## src/rtl/fillq_mc.sv

```systemverilog
// fillq_mc: multi-entry L1 fill queue tracking outstanding line misses, issuing tagged memory
// reads, accepting out-of-order responses and replaying lines into mempipe. Macro FILLQ_MC_MERGE_EN.
module fillq_mc #(
  parameter int NUM_ENTRIES = 4,
  parameter int ADDR_W      = 26,
  parameter int CL_W        = 512,
  parameter int ID_W        = $clog2(NUM_ENTRIES)
) (
  input  logic              clk,
  input  logic              reset,
  input  logic              alloc_valid,
  input  logic [ADDR_W-1:0] alloc_addr,
  output logic              alloc_merge,
  output logic              alloc_full,
  output logic              mem_req_valid,
  input  logic              mem_req_ready,
  output logic [ADDR_W-1:0] mem_req_addr,
  output logic [ID_W-1:0]   mem_req_id,
  input  logic              mem_rsp_valid,
  input  logic [ID_W-1:0]   mem_rsp_id,
  input  logic [CL_W-1:0]   mem_rsp_data,
  output logic              pipe_req,
  input  logic              pipe_gnt,
  output logic [ADDR_W-1:0] pipe_req_addr,
  output logic [CL_W-1:0]   pipe_req_data,
  output logic [ID_W-1:0]   pipe_req_id,
  input  logic [ADDR_W-1:0] lookup_addr,
  output logic              lookup_hit,
  output logic              busy
);

  typedef enum logic [1:0] {
    ST_IDLE = 2'd0,
    ST_REQ  = 2'd1,
    ST_WAIT = 2'd2,
    ST_FILL = 2'd3
  } ent_st_e;

  ent_st_e           state_q [NUM_ENTRIES];
  ent_st_e           state_d [NUM_ENTRIES];
  logic [ADDR_W-1:0] addr_q  [NUM_ENTRIES];
  logic [CL_W-1:0]   data_q  [NUM_ENTRIES];

  logic [ID_W-1:0] mreq_ptr_q, mreq_ptr_d;
  logic [ID_W-1:0] fill_ptr_q, fill_ptr_d;
  logic [ID_W-1:0] mreq_sel_q, mreq_sel_d;
  logic            mreq_lock_q, mreq_lock_d;
  logic            busy_q, busy_d;

  logic [NUM_ENTRIES-1:0] idle_vec, req_vec, fill_vec, hit_vec;
  logic [NUM_ENTRIES-1:0] alloc_en, hs_en, rsp_en, done_en;
  logic [ID_W-1:0]        mreq_sel, fill_sel, free_sel;
  logic                   mem_req_fire, fill_fire, alloc_take;

  // First set bit of vec at or after ptr, wrapping modulo NUM_ENTRIES.
  function automatic logic [ID_W-1:0] rr_pick(input logic [NUM_ENTRIES-1:0] vec,
                                               input logic [ID_W-1:0]        ptr);
    logic [ID_W-1:0] pick;
    int              idx;
    pick = '0;
    for (int k = NUM_ENTRIES - 1; k >= 0; k--) begin
      idx = (int'(ptr) + k) % NUM_ENTRIES;
      if (vec[idx]) pick = ID_W'(idx);
    end
    return pick;
  endfunction

  function automatic logic [ID_W-1:0] ptr_inc(input logic [ID_W-1:0] p);
    return ID_W'((int'(p) + 1) % NUM_ENTRIES);
  endfunction

  always_comb begin
    for (int i = 0; i < NUM_ENTRIES; i++) begin
      idle_vec[i] = (state_q[i] == ST_IDLE);
      req_vec[i]  = (state_q[i] == ST_REQ);
      fill_vec[i] = (state_q[i] == ST_FILL);
      hit_vec[i]  = (state_q[i] != ST_IDLE) && (addr_q[i] == lookup_addr);
    end
  end

  always_comb begin
    free_sel = '0;
    for (int i = NUM_ENTRIES - 1; i >= 0; i--) begin
      if (idle_vec[i]) free_sel = ID_W'(i);
    end
  end

  // A stalled request keeps its entry until memory accepts it.
  assign mreq_sel      = mreq_lock_q ? mreq_sel_q : rr_pick(req_vec, mreq_ptr_q);
  assign mem_req_valid = |req_vec;
  assign mem_req_fire  = mem_req_valid & mem_req_ready;

  assign fill_sel  = rr_pick(fill_vec, fill_ptr_q);
  assign pipe_req  = |fill_vec;
  assign fill_fire = pipe_req & pipe_gnt;

`ifdef FILLQ_MC_MERGE_EN
  logic [NUM_ENTRIES-1:0] merge_vec;

  // An entry being released this cycle no longer represents an outstanding miss.
  always_comb begin
    for (int i = 0; i < NUM_ENTRIES; i++) begin
      merge_vec[i] = (state_q[i] != ST_IDLE) && (addr_q[i] == alloc_addr) && !done_en[i];
    end
  end

  assign alloc_merge = alloc_valid & (|merge_vec);
`else
  assign alloc_merge = 1'b0;
`endif

  assign alloc_full = alloc_valid & ~(|idle_vec) & ~alloc_merge;
  assign alloc_take = alloc_valid & ~alloc_merge & (|idle_vec);

  always_comb begin
    for (int i = 0; i < NUM_ENTRIES; i++) begin
      alloc_en[i] = alloc_take && (free_sel == ID_W'(i));
      hs_en[i]    = mem_req_fire && (mreq_sel == ID_W'(i));
      rsp_en[i]   = mem_rsp_valid && (mem_rsp_id == ID_W'(i)) && (state_q[i] == ST_WAIT);
      done_en[i]  = fill_fire && (fill_sel == ID_W'(i));
    end
  end

  always_comb begin
    busy_d = 1'b0;
    for (int i = 0; i < NUM_ENTRIES; i++) begin
      state_d[i] = state_q[i];
      case (state_q[i])
        ST_IDLE: if (alloc_en[i]) state_d[i] = ST_REQ;
        ST_REQ:  if (hs_en[i])    state_d[i] = ST_WAIT;
        ST_WAIT: if (rsp_en[i])   state_d[i] = ST_FILL;
        ST_FILL: if (done_en[i])  state_d[i] = ST_IDLE;
        default:                  state_d[i] = ST_IDLE;
      endcase
      if (state_d[i] != ST_IDLE) busy_d = 1'b1;
    end
    mreq_ptr_d  = mem_req_fire ? ptr_inc(mreq_sel) : mreq_ptr_q;
    fill_ptr_d  = fill_fire ? ptr_inc(fill_sel) : fill_ptr_q;
    mreq_lock_d = mem_req_valid & ~mem_req_ready;
    mreq_sel_d  = mreq_sel;
  end

  always_ff @(posedge clk or negedge reset) begin
    if (!reset) begin
      for (int i = 0; i < NUM_ENTRIES; i++) state_q[i] <= ST_IDLE;
      mreq_ptr_q  <= '0;
      fill_ptr_q  <= '0;
      mreq_sel_q  <= '0;
      mreq_lock_q <= 1'b0;
      busy_q      <= 1'b0;
    end else begin
      for (int i = 0; i < NUM_ENTRIES; i++) state_q[i] <= state_d[i];
      mreq_ptr_q  <= mreq_ptr_d;
      fill_ptr_q  <= fill_ptr_d;
      mreq_sel_q  <= mreq_sel_d;
      mreq_lock_q <= mreq_lock_d;
      busy_q      <= busy_d;
    end
  end

  // Payload storage is only observed through a non-IDLE entry, so it needs no reset.
  always_ff @(posedge clk) begin
    for (int i = 0; i < NUM_ENTRIES; i++) begin
      if (alloc_en[i]) addr_q[i] <= alloc_addr;
      if (rsp_en[i])   data_q[i] <= mem_rsp_data;
    end
  end

  assign mem_req_addr  = mem_req_valid ? addr_q[mreq_sel] : '0;
  assign mem_req_id    = mem_req_valid ? mreq_sel : '0;
  assign pipe_req_addr = pipe_req ? addr_q[fill_sel] : '0;
  assign pipe_req_data = pipe_req ? data_q[fill_sel] : '0;
  assign pipe_req_id   = pipe_req ? fill_sel : '0;
  assign lookup_hit    = |hit_vec;
  assign busy          = busy_q;

endmodule

```

## config.mk

```make
export PLATFORM = sky130hd
export DESIGN_NAME = fillq_mc
export DESIGN_NICKNAME = d
export VERILOG_FILES = /design/src/rtl/fillq_mc.sv
export SDC_FILE = /design/constraint.sdc
export NUM_CORES = 2
export LEC_CHECK = 0
export BUFFER_PORTS_ARGS = -buffer_cell sky130_fd_sc_hd__buf_4
export CORE_UTILIZATION = 35
export DETAILED_ROUTE_END_ITERATION = 6
export SKIP_LAST_GASP = 1
export SLEW_MARGIN = 20
export SYNTH_ARGS = -nofsm -noshare
export SYNTH_HDL_FRONTEND = slang
export SYNTH_SLANG_ARGS = --single-unit
```

## constraint.sdc

```tcl
create_clock -name clk -period 127.1 [get_ports clk]
set_input_delay 19.065 -clock clk [delete_from_list [all_inputs] [get_ports clk]]
set_output_delay 19.065 -clock clk [all_outputs]
set_load 0.02 [all_outputs]
```

==> results by group <==
Outcome
  • Status: finished clean

Detailed routing
  • First-pass detailed-route iteration total: 6
  • DR vias/cell: 5.13
  • Drt initial violations: 4912
  • Routed wire length: 268000 microns
  • DRC Markers: 0
  • Post-DR wirelength/cell: 23.9 microns
  • Vias: 57500
  • Routed Antenna Nets: 0

GRT
  • Met3 Use GR: 6.68%
  • Pin count of the biggest net entering global routing: 217
  • Initial antenna violation count: 73
  • Vias in the first global route: 54000
  • GRT busiest layer: met2
  • GRT Total Usage: 20.6%
  • M1 GR Usage: 25.7%
  • First-pass GRT wire length: 381000 microns
  • Grt total ovfl: 0
  • Met2 Resource Use GR: 32.7%

Yosys
  • Synth Instances: 6752
  • Synth Register Bits: 2168
  • Seq/Total Area, Yosys: 75.1%
  • Synth cell types: 60
  • Ys flop type: edfxtp_1
  • Asr flop ratio synth: 0.738%
  • Post-synth EDFFs: 2152
  • Area of the mapped netlist: 0.0866 sq mm
  • Syn Nets: 7326
  • Syn_area_per_cell: 12.8 sq um
  • Synth warn: 0

Die
  • Chip Width: 499 microns
  • Die footprint: 0.249 sq mm
  • Initial Utilization: 35.2%
  • Io pins: 1146
  • Chip Height: 499 microns
  • Area of the core: 0.246 sq mm
  • Rows: 182

Critical path
  • CP Max Fanout: 4
  • Crit path max-delay cell type: nor4_1
  • Worst EP arrival: 20.72 ns
  • Worst R2R End: data_q[0][359]
  • Reg-to-reg critical path startpoint: state_q[6]
  • CP Capture Type: output port
  • Startpoint Class: input port
  • Cell breakdown of the critical path: buf_4 -> xnor2_1 -> nand4_1 -> nor4_1 -> nand3_1 -> nor4_1 -> or4_1 -> buf_4
  • Worst reg-to-reg path cell count: 4
  • Setup CP Type: in -> out
  • CP peak stage delay: 0.44 ns
  • WP data required: 108.03 ns
  • R2R setup slack: 122.41 ns

CTS
  • Post-cts resize count: 0
  • Root Buffer: clkbuf_16
  • Clk Latency, worst-skew pair: 0.87 ns
  • Longest Clk Path Bufs: 3
  • Setup Buffers After CTS: 0
  • TritonCTS Buffers: 226
  • Clock sink total: 2168
  • H-tree lvl count: 4
  • CTS tree: done
  • Cts hold-fix bufs: 0
  • Reg clk slew, reported paths: 0.06 ns

Power and ir drop
  • P per Cell Area: 29.7 mW/mm^2
  • Tot Pwr: 0.00313 W
  • P_leak: 39.5 nW
  • Worst vdd ir: 0.0243 mV

STA
  • Final Cycle Share: 31.3%
  • Slew @ Worst Pin: 1.19 ns
  • Fmax: 0.0251 GHz
  • Final worst-path setup slack: 87.32 ns
  • Final hold vios: 0
  • Total Negative Setup Slacks: 0 ns
  • Slew HR: 20.7%
  • Clock skew: 0.0640 ns
  • Min cycle time layout: 39.78 ns
  • # setup viols final: 0
  • RSZ-0062 raised after global routing: no
  • Hold_ws: 0.565 ns
  • Fin. max-slew vios: 0

Place
  • PortBufs: 1144
  • Cells after DPL: 10700
  • Detail Placement HPWL: 167000 microns
  • RD Place Congestion: 0.859
  • Dpl ws: 87.31 ns

Finish
  • Final #Nets: 8328
  • Layout area overhead: 21.6%
  • Layout cells sized above 1: 19.7%
  • Fillers: 22500
  • Non-filler cells, final: 11200

Job
  • Max-cap viol count: 0

Min path
  • Hold crit path type: reg -> reg
  • Hold Crit Start: fill_ptr_q[1]
  • Hold Crit Endpoint: fill_ptr_q[1]
  • Hold path depth: 2
[layout by cell type (no fill, tap or decap), types with 10 or more instances in the layout]
cell type   Yosys  layout
edfxtp_1     2152    2152
dfrtp_1        16      16
nand2_1      2163    2162
clkinvlp_4      0      11
nor4_1         21      19
and3_1        540     540
nor2_1         14      14
xnor2_1        50      50
nand4_1        12      12
diode_2         0      41
o21ai_0        11      10
nor2b_1        29      29
buf_12          0      11
clkinv_2        0      38
buf_4           3    1211
nand3_1      1084    1084
clkbuf_16       0     226
a211oi_1       54      54
clkbuf_1      219      59
clkinv_1        0      51
mux2i_1        26      26
bufinv_16       0      14
xor2_1         55      55
[layout make-up]
cell class | instances | area, sq um | area share, %
sequential | 2168 | 65000 | 61.7
multi-input combinational | 4121 | 19600 | 18.6
timing repair buffer | 1227 | 9400 | 8.92
clock buffer | 285 | 5880 | 5.58
tap | 3220 | 4030 | 3.82
clock inverter | 133 | 1270 | 1.21
antenna | 41 | 103 | 0.0974
inverter | 10 | 52.6 | 0.0499
[report_power, final]
part | switching, W | total (W) | leakage (nW) | internal (W)
sequential | 0.0000163 | 0.000838 | 19.6 | 0.000822
combinational | 0.00111 | 0.00166 | 16.4 | 0.000547
clock | 0.000279 | 0.000635 | 3.44 | 0.000357
[critical path, delay by kind of cell]
kind | cells | cell delay [ns]
AND/OR/NAND/NOR | 5 | 1.18
buffers and inverters | 2 | 0.30
XOR/XNOR | 1 | 0.16
[synthesized netlist by cell type, drive strengths merged, types with 13 or more instances]
cell type	count	share of area [%]
nor4	22	0.17
nor2b	29	0.21
buf	234	1.4
xnor2	50	0.51
nand3	1084	6.3
clkbuf	219	0.95
a211oi	54	0.47
mux2i	26	0.30
and3	540	3.9
xor2	55	0.56
dfrtp	16	0.46
edfxtp	2152	75
nor2	14	0.061
nand2	2163	9.4
o21ai	13	0.079
[flip-flops by register name, summed over array words and instances (netlist names)]
| register | cells |
|---|---|
| addr_q | 104 |
| busy | 1 |
| mreq_sel_q | 2 |
| state_q | 8 |
| mreq_ptr_q | 2 |
| mreq_lock_q | 1 |
| fill_ptr_q | 2 |
| data_q | 2048 |
[per-layer routing]
metal  part of all wire [%]  routed length (microns)
met1                     40                   107000
met2                     48                   128000
met3                    8.9                    23700
met4                    3.5                     9260
met5                  0.075                      200
[worst max-delay path by stage]
| stage | cells after the start | end | start |
|---|---|---|---|
| final | 8 | lookup_hit | lookup_addr[22] |
| after global routing | 7 | lookup_hit | lookup_addr[25] |
| after CTS | 7 | lookup_hit | lookup_addr[25] |
| after detailed placement | 7 | lookup_hit | lookup_addr[25] |
| after global placement | 8 | lookup_hit | lookup_addr[22] |
| after floorplan | 2 | data_q[0][0] | mem_rsp_id[0] |
[logic make-up (layout without fill, tap and decap cells)]
kind of cell,Yosys count,after routing,share of synthesized area [%]
mux,26,26,0.301
fa+ha+maj,2,2,0.0289
flops,2168,2168,75.1
compound gates,94,94,0.829
xor+xnor,105,105,1.06
buf+inv,463,1655,2.37
simple gates,3893,3893,20.3
other cells,1,42,0.00433
[stage by stage]
step	utilization [%]	cell area, sq um
after floorplan	-	86600
after global placement	39.9	98000
after detailed placement	39.9	98100
after CTS	42.8	105000
after global routing	42.8	105000
final	42.8	105000
Power figures use the tool's default switching activity.
